--- config.mk ---
export PLATFORM = sky130hd
export DESIGN_NAME = uart_rx_flat
export DESIGN_NICKNAME = d
export VERILOG_FILES = /design/src/rtl/uart_pkg.sv /design/src/rtl/uart_rx_if.sv /design/src/rtl/uart_rx_bit_sync.sv /design/src/rtl/uart_rx.sv /design/src/flat_wrapper.sv
export SDC_FILE = /design/constraint.sdc
export NUM_CORES = 1
export LEC_CHECK = 0
export CORE_MARGIN = 5
export CORE_UTILIZATION = 51
export DETAILED_ROUTE_END_ITERATION = 8
export HOLD_SLACK_MARGIN = 0.15
export PLACE_DENSITY = 0.72
export SLEW_MARGIN = 20
export SYNTH_ARGS = -nofsm -noshare
export SYNTH_HDL_FRONTEND = slang
export SYNTH_HIERARCHICAL = 1
export SYNTH_SLANG_ARGS = --single-unit
export TNS_END_PERCENT = 100
--- constraint.sdc ---
create_clock -name CLOCK_50 -period 1.6 [get_ports CLOCK_50]
set_clock_uncertainty 0.05 [all_clocks]
set_input_delay 0.24 -clock CLOCK_50 [delete_from_list [all_inputs] [get_ports CLOCK_50]]
set_output_delay 0.24 -clock CLOCK_50 [all_outputs]
set_load 0.05 [all_outputs]
--- src/rtl/uart_pkg.sv ---
// Shared definitions for the 8-bit asynchronous serial link (receiver today,
// transmitter when it is refactored).
package uart_pkg;

   typedef enum logic [2:0] {
      IDLE,
      START,
      DATA,
      STOP,
      BREAK_WAIT
   } uart_state_e;

   // 50 MHz / 115200 baud
   localparam int unsigned CLKS_PER_BIT_DEFAULT = 434;

endpackage

--- src/rtl/uart_rx_if.sv ---
// Received-byte handshake between the serial receiver and its consumer.
interface uart_rx_if #(
   parameter int unsigned DATA_BITS = 8
) ();

   logic [DATA_BITS-1:0] rx_data;
   logic                 rx_valid;
   logic                 rx_ack;
   logic                 frame_err;
   logic                 overrun;

   modport master (
      output rx_data,
      output rx_valid,
      output frame_err,
      output overrun,
      input  rx_ack
   );

   modport slave (
      input  rx_data,
      input  rx_valid,
      input  frame_err,
      input  overrun,
      output rx_ack
   );

endinterface

--- src/rtl/uart_rx_bit_sync.sv ---
// Two-flop synchroniser for a single asynchronous input; both stages reset to
// RESET_VAL so an idle line does not look like an edge on reset release.
module bit_sync #(
   parameter logic RESET_VAL = 1'b1
) (
   input  logic clk,
   input  logic rst_n,
   input  logic d,
   output logic q
);

   logic [1:0] sync_q;
   logic [1:0] sync_d;

   always_comb begin
      sync_d = {sync_q[0], d};
   end

   always_ff @(posedge clk or negedge rst_n) begin
      if (!rst_n) begin
         sync_q <= {2{RESET_VAL}};
      end else begin
         sync_q <= sync_d;
      end
   end

   assign q = sync_q[1];

endmodule

--- src/rtl/uart_rx.sv ---
// Asynchronous serial receiver: mid-bit sampling, stop-bit check and a
// valid/ack handshake towards the consumer.
module uart_rx
   import uart_pkg::*;
#(
   parameter int unsigned CLKS_PER_BIT = CLKS_PER_BIT_DEFAULT,
   parameter int unsigned CNT_MSB      = 9,
   parameter int unsigned DATA_BITS    = 8
) (
   input  logic       CLOCK_50,
   input  logic       rst_n,
   input  logic       rx_in,
   output logic       busy,
   uart_rx_if.master  rx_bus
);

   localparam int unsigned CW = CNT_MSB + 1;
   localparam int unsigned BW = $clog2(DATA_BITS + 1);

   localparam logic [CW-1:0] HALF_LAST = CW'(CLKS_PER_BIT / 2 - 1);
   localparam logic [CW-1:0] FULL_LAST = CW'(CLKS_PER_BIT - 1);
   localparam logic [BW-1:0] LAST_BIT  = BW'(DATA_BITS - 1);

   logic rx_s;

   uart_state_e          state_q,     state_d;
   logic [CW-1:0]        cnt_q,       cnt_d;
   logic [BW-1:0]        bit_idx_q,   bit_idx_d;
   logic [DATA_BITS-1:0] shift_q,     shift_d;
   logic [DATA_BITS-1:0] rx_data_q,   rx_data_d;
   logic                 rx_valid_q,  rx_valid_d;
   logic                 frame_err_q, frame_err_d;
   logic                 overrun_q,   overrun_d;
   logic                 load;

   bit_sync #(
      .RESET_VAL (1'b1)
   ) u_sync (
      .clk   (CLOCK_50),
      .rst_n (rst_n),
      .d     (rx_in),
      .q     (rx_s)
   );

   always_comb begin
      state_d     = state_q;
      cnt_d       = cnt_q;
      bit_idx_d   = bit_idx_q;
      shift_d     = shift_q;
      rx_data_d   = rx_data_q;
      frame_err_d = 1'b0;
      overrun_d   = 1'b0;
      load        = 1'b0;

      case (state_q)
         IDLE: begin
            if (!rx_s) begin
               state_d = START;
               cnt_d   = '0;
            end
         end
         START: begin
            if (cnt_q == HALF_LAST) begin
               cnt_d     = '0;
               bit_idx_d = '0;
               state_d   = rx_s ? IDLE : DATA;
            end else begin
               cnt_d = cnt_q + 1'b1;
            end
         end
         DATA: begin
            if (cnt_q == FULL_LAST) begin
               cnt_d     = '0;
               shift_d   = {rx_s, shift_q[DATA_BITS-1:1]};
               bit_idx_d = bit_idx_q + 1'b1;
               if (bit_idx_q == LAST_BIT) begin
                  state_d = STOP;
               end
            end else begin
               cnt_d = cnt_q + 1'b1;
            end
         end
         STOP: begin
            if (cnt_q == FULL_LAST) begin
               cnt_d = '0;
               if (rx_s) begin
                  load      = 1'b1;
                  rx_data_d = shift_q;
                  overrun_d = rx_valid_q && !rx_bus.rx_ack;
                  state_d   = IDLE;
               end else begin
                  frame_err_d = 1'b1;
                  state_d     = BREAK_WAIT;
               end
            end else begin
               cnt_d = cnt_q + 1'b1;
            end
         end
         BREAK_WAIT: begin
            if (rx_s) begin
               state_d = IDLE;
            end
         end
         default: begin
            state_d = IDLE;
         end
      endcase

      // A load takes priority over an ack landing in the same cycle.
      rx_valid_d = load ? 1'b1 : (rx_valid_q && !rx_bus.rx_ack);
   end

   always_ff @(posedge CLOCK_50 or negedge rst_n) begin
      if (!rst_n) begin
         state_q     <= IDLE;
         cnt_q       <= '0;
         bit_idx_q   <= '0;
         shift_q     <= '0;
         rx_data_q   <= '0;
         rx_valid_q  <= 1'b0;
         frame_err_q <= 1'b0;
         overrun_q   <= 1'b0;
      end else begin
         state_q     <= state_d;
         cnt_q       <= cnt_d;
         bit_idx_q   <= bit_idx_d;
         shift_q     <= shift_d;
         rx_data_q   <= rx_data_d;
         rx_valid_q  <= rx_valid_d;
         frame_err_q <= frame_err_d;
         overrun_q   <= overrun_d;
      end
   end

   assign busy             = (state_q != IDLE);
   assign rx_bus.rx_data   = rx_data_q;
   assign rx_bus.rx_valid  = rx_valid_q;
   assign rx_bus.frame_err = frame_err_q;
   assign rx_bus.overrun   = overrun_q;

endmodule

--- src/flat_wrapper.sv ---
// flat-port wrapper written by rule: the top's interface ports become plain ports
module uart_rx_flat import uart_pkg::*;
#(
   parameter int unsigned CLKS_PER_BIT = CLKS_PER_BIT_DEFAULT,
   parameter int unsigned CNT_MSB      = 9,
   parameter int unsigned DATA_BITS    = 8
)
  (CLOCK_50, rst_n, rx_in, busy, rx_bus_rx_data, rx_bus_rx_valid, rx_bus_frame_err, rx_bus_overrun, rx_bus_rx_ack);
  uart_rx_if #(.DATA_BITS(DATA_BITS)) rx_bus_i ();
  input  logic CLOCK_50;
  input  logic rst_n;
  input  logic rx_in;
  output logic busy;
  output wire logic [$bits(rx_bus_i.rx_data)-1:0] rx_bus_rx_data;
  output wire logic [$bits(rx_bus_i.rx_valid)-1:0] rx_bus_rx_valid;
  output wire logic [$bits(rx_bus_i.frame_err)-1:0] rx_bus_frame_err;
  output wire logic [$bits(rx_bus_i.overrun)-1:0] rx_bus_overrun;
  input wire logic [$bits(rx_bus_i.rx_ack)-1:0] rx_bus_rx_ack;
  assign rx_bus_rx_data = rx_bus_i.rx_data;
  assign rx_bus_rx_valid = rx_bus_i.rx_valid;
  assign rx_bus_frame_err = rx_bus_i.frame_err;
  assign rx_bus_overrun = rx_bus_i.overrun;
  assign rx_bus_i.rx_ack = rx_bus_rx_ack;
  uart_rx #(.CLKS_PER_BIT(CLKS_PER_BIT), .CNT_MSB(CNT_MSB), .DATA_BITS(DATA_BITS)) u_core (.CLOCK_50(CLOCK_50), .rst_n(rst_n), .rx_in(rx_in), .busy(busy), .rx_bus(rx_bus_i));
endmodule
==> reports/results.tsv <==
stage	metric	value	unit
setup_path	slowest_delay	400	ps
cts	cts.reportedPaths.clkPinSlew	80	ps
setup_path	endpoint	u_core/rx_bus.rx_data[1]$_DFFE_PN0P_	
timing	hold_violations	0	
place	port_buffers	15	
yosys	synth-async-reset-ratio	100	%
timing	timing.final.crit_share	110	%
timing	rsz0062_at_grt	yes	
timing	tightest_slew	483	ps
timing	fmax	568	MHz
layout	stdcell_area	2800	µm²
layout	fillers	224	
setup_path	crit_path_end_kind	flop	
power_and_ir_drop	vdd_drop_max	0.000526	V
setup_path	crit_path_max_fanout	8	
cts	cts_sinks	38	
setup_path	startpoint	u_core/cnt_q[1]$_DFFE_PN0P_	
place	hpwl	3.08	mm
setup_path	worst_path_max_delay_cell	dfrtp_1	
layout	area_growth	47.9	%
setup_path	rr_endpoint	u_core/rx_bus.rx_data[1]$_DFFE_PN0P_	
place	gp_congestion	0.788	
setup_path	critPathBufInv	2	
setup_path	cp_num_cells	7	
global_route	grt_usage	20.9	%
yosys	synth_top_area_cell	dfrtp_1	
cts	clock_latency	280	ps
global_route	grt_max_degree	21	
cts	cts_tree	yes	
setup_path	path_delay_family	simple AND/OR/NAND/NOR gates	
flow_run	cap_violations	0	
global_route	antenna_found_initial	0	
timing	post-route-min-period	1760	ps
yosys	yosysUniqueCellTypes	47	
place	post-place-ws	-211	ps
setup_path	worst_setup_path_start_kind	flop	
layout	layout_commonest_cell	buf_4	
power_and_ir_drop	p_leak	1.26	nW
setup_path	rr_startpoint	u_core/cnt_q[1]$_DFFE_PN0P_	
drt	drc	0	
setup_path	arrival	1880	ps
drt	drt_iter0_drc	114	
yosys	synth.net_count	179	
yosys	yosys_warnings	6	
drt	num_vias	1645	
layout	utilization	77.0	%
yosys	synth_top_cell_area_share	47.6	%
place	post_dp_cell_area	2350	µm²
yosys	synthFlopType	dfrtp_1	
timing	relSlewSlack	67.8	%
outcome	violations	negative setup slack	
yosys	synth_cells	171	
layout	final_cell_mix	buf_4, dfrtp_1, nand2_1, mux2_4, buf_6	
layout	nNetsFinal	245	
yosys	yosysSeqAreaShare	50.4	%
drt	dr.pass1.iters	4	
setup_path	r2r_slack	-160	ps
layout	num_antenna_cells	0	
die	fp.coreArea	3630	µm²
cts	cts_max_level	2	
setup_path	cp_cell_sequence	inv_2 -> ha_4 -> and4bb_2 -> nand3_2 -> nor2_4 -> buf_12 -> mux2_4	
setup_path	critPathKind	flop to flop	
yosys	ys_seq_elements	38	
die	io_pins	16	
cts	clock_tree.root_cell	clkbuf_8	
die	start_util	52.1	%
power_and_ir_drop	cellPowerDensity	706	nW/µm²
yosys	netlist_area	1890	µm²
drt	avgViaCountPerCell	5.75	
yosys	syn_area_per_cell	11.1	µm²
min_path	hold_class	flop to flop	
die	fp.dieW	70.9	µm
layout	drive_gt1_share	52.1	%
setup_path	reg2reg_depth	7	
outcome	status	finished with violations	
cts	numCtsBuffers	5	
drt	postRouteWirelength	5.16	mm
yosys	synth-edff-count	0	
global_route	grt_pass1_vias	1767	
die	dieArea	5030	µm²
yosys	synth_top_cells_by_area	dfrtp_1, mux2_2, nand2_1	
timing	drv_slew	0	
timing	setup_violations	32	
timing	fin_ws	-161	ps
global_route	grt_pass1_wl	8.36	mm
min_path	hold_path_depth	0	
drt	wl_per_cell	18.0	µm
setup_path	cp.required	1720	ps
drt	drtAntennaViolNets	0	
die	num_rows	22	
cts	clockBufferDepth	2	
die	die_height	70.9	µm
global_route	grt_overflow	0	
cells in the mapped netlist, types with 3 or more instances:
cell / n
o22ai_1: 3
nand2_1: 16
mux2_2: 14
a21oi_1: 6
o211ai_1: 6
inv_1: 8
or3_1: 4
dfrtp_1: 36
buf_2: 4
o21ai_0: 10
nand3_1: 7
ha_1: 4
nor4_1: 3
nor2_1: 4
metal layers:
layer | GRT usage, % | wire length [µm] | up-vias
met5 | 0 | 0 | -
met4 | 6.68 | 82 | 0
met3 | 4.40 | 211 | 13
met2 | 35.8 | 2740 | 53
met1 | 26.3 | 2130 | 820
li1 | - | - | 759
final cells by class:
class	instances	area, µm²	area share (%)
Clock buffer	5	68.8	2.46
Multi-Input combinational cell	118	1020	36.5
Inverter	8	30.0	1.07
Sequential cell	38	957	34.2
Timing Repair Buffer	66	592	21.1
Tap cell	48	60.1	2.15
Clock inverter	3	68.8	2.46
cell families (layout without fill, tap and decap cells):
logic type,Yosys count,count (layout),share of synthesized area [%]
compound gates,36,36,13.1
fa+ha+maj,4,4,2.65
buf+inv,15,82,3.44
flops,38,38,50.4
mux,16,16,9.92
simple gates,62,62,20.5
state kept, by name, indices dropped and copies added, names as in the netlist:
register                 count
u_core/state_q               3
u_core/rx_bus.overrun        1
u_core/cnt_q                10
u_core/rx_bus.rx_valid       1
u_core/rx_bus.frame_err      1
u_core/rx_bus.rx_data        8
u_core/u_sync/sync_q         2
u_core/bit_idx_q             4
u_core/shift_q               8
worst min path at each step:
stage,slack [ps],from,endpoint
3_3_place_gp,160,rst_n,u_core/state_q[1]$_DFFE_PN0P_
6_report,310,u_core/u_sync/sync_q[0]$_DFF_PN1_,u_core/u_sync/sync_q[1]$_DFF_PN1_
5_1_grt,300,rx_in,u_core/u_sync/sync_q[0]$_DFF_PN1_
4_1_cts,310,rx_in,u_core/u_sync/sync_q[0]$_DFF_PN1_
3_5_place_dp,170,rst_n,u_core/state_q[1]$_DFFE_PN0P_
2_1_floorplan,-110,rst_n,u_core/bit_idx_q[0]$_DFFE_PN0P_
repair_timing:
| action | in CTS | in global routing |
|---|---|---|
| setup endpoints to repair | 33 | 34 |
| endpoints found under the hold margin | 17 | 0 |
| pin swaps | 19 | 8 |
| gates cloned | 1 | 0 |
| hold buffers | 1 | 0 |
| buffers inserted | 9 | 2 |
| resized for setup | 40 | 15 |
metrics by stage:
stage | std cells | setup TNS (ps) | hold slack (ps) | total power [mW]
floorplan | 171 | -2190 | -106 | 0.986
global placement | 265 | -1980 | 162 | 1.02
detailed placement | 265 | -3520 | 168 | 1.02
CTS | 284 | -1950 | 307 | 2.00
global route | 286 | -5650 | 301 | 2.06
finish | 286 | -3430 | 311 | 1.97
report_power, final:
part | total [mW] | switching (mW) | internal (mW)
combinational | 0.0357 | 0.0219 | 0.0138
sequential | 0.967 | 0.00306 | 0.964
clock | 0.972 | 0.347 | 0.625
Note: power is estimated with default switching activity, not from simulation.
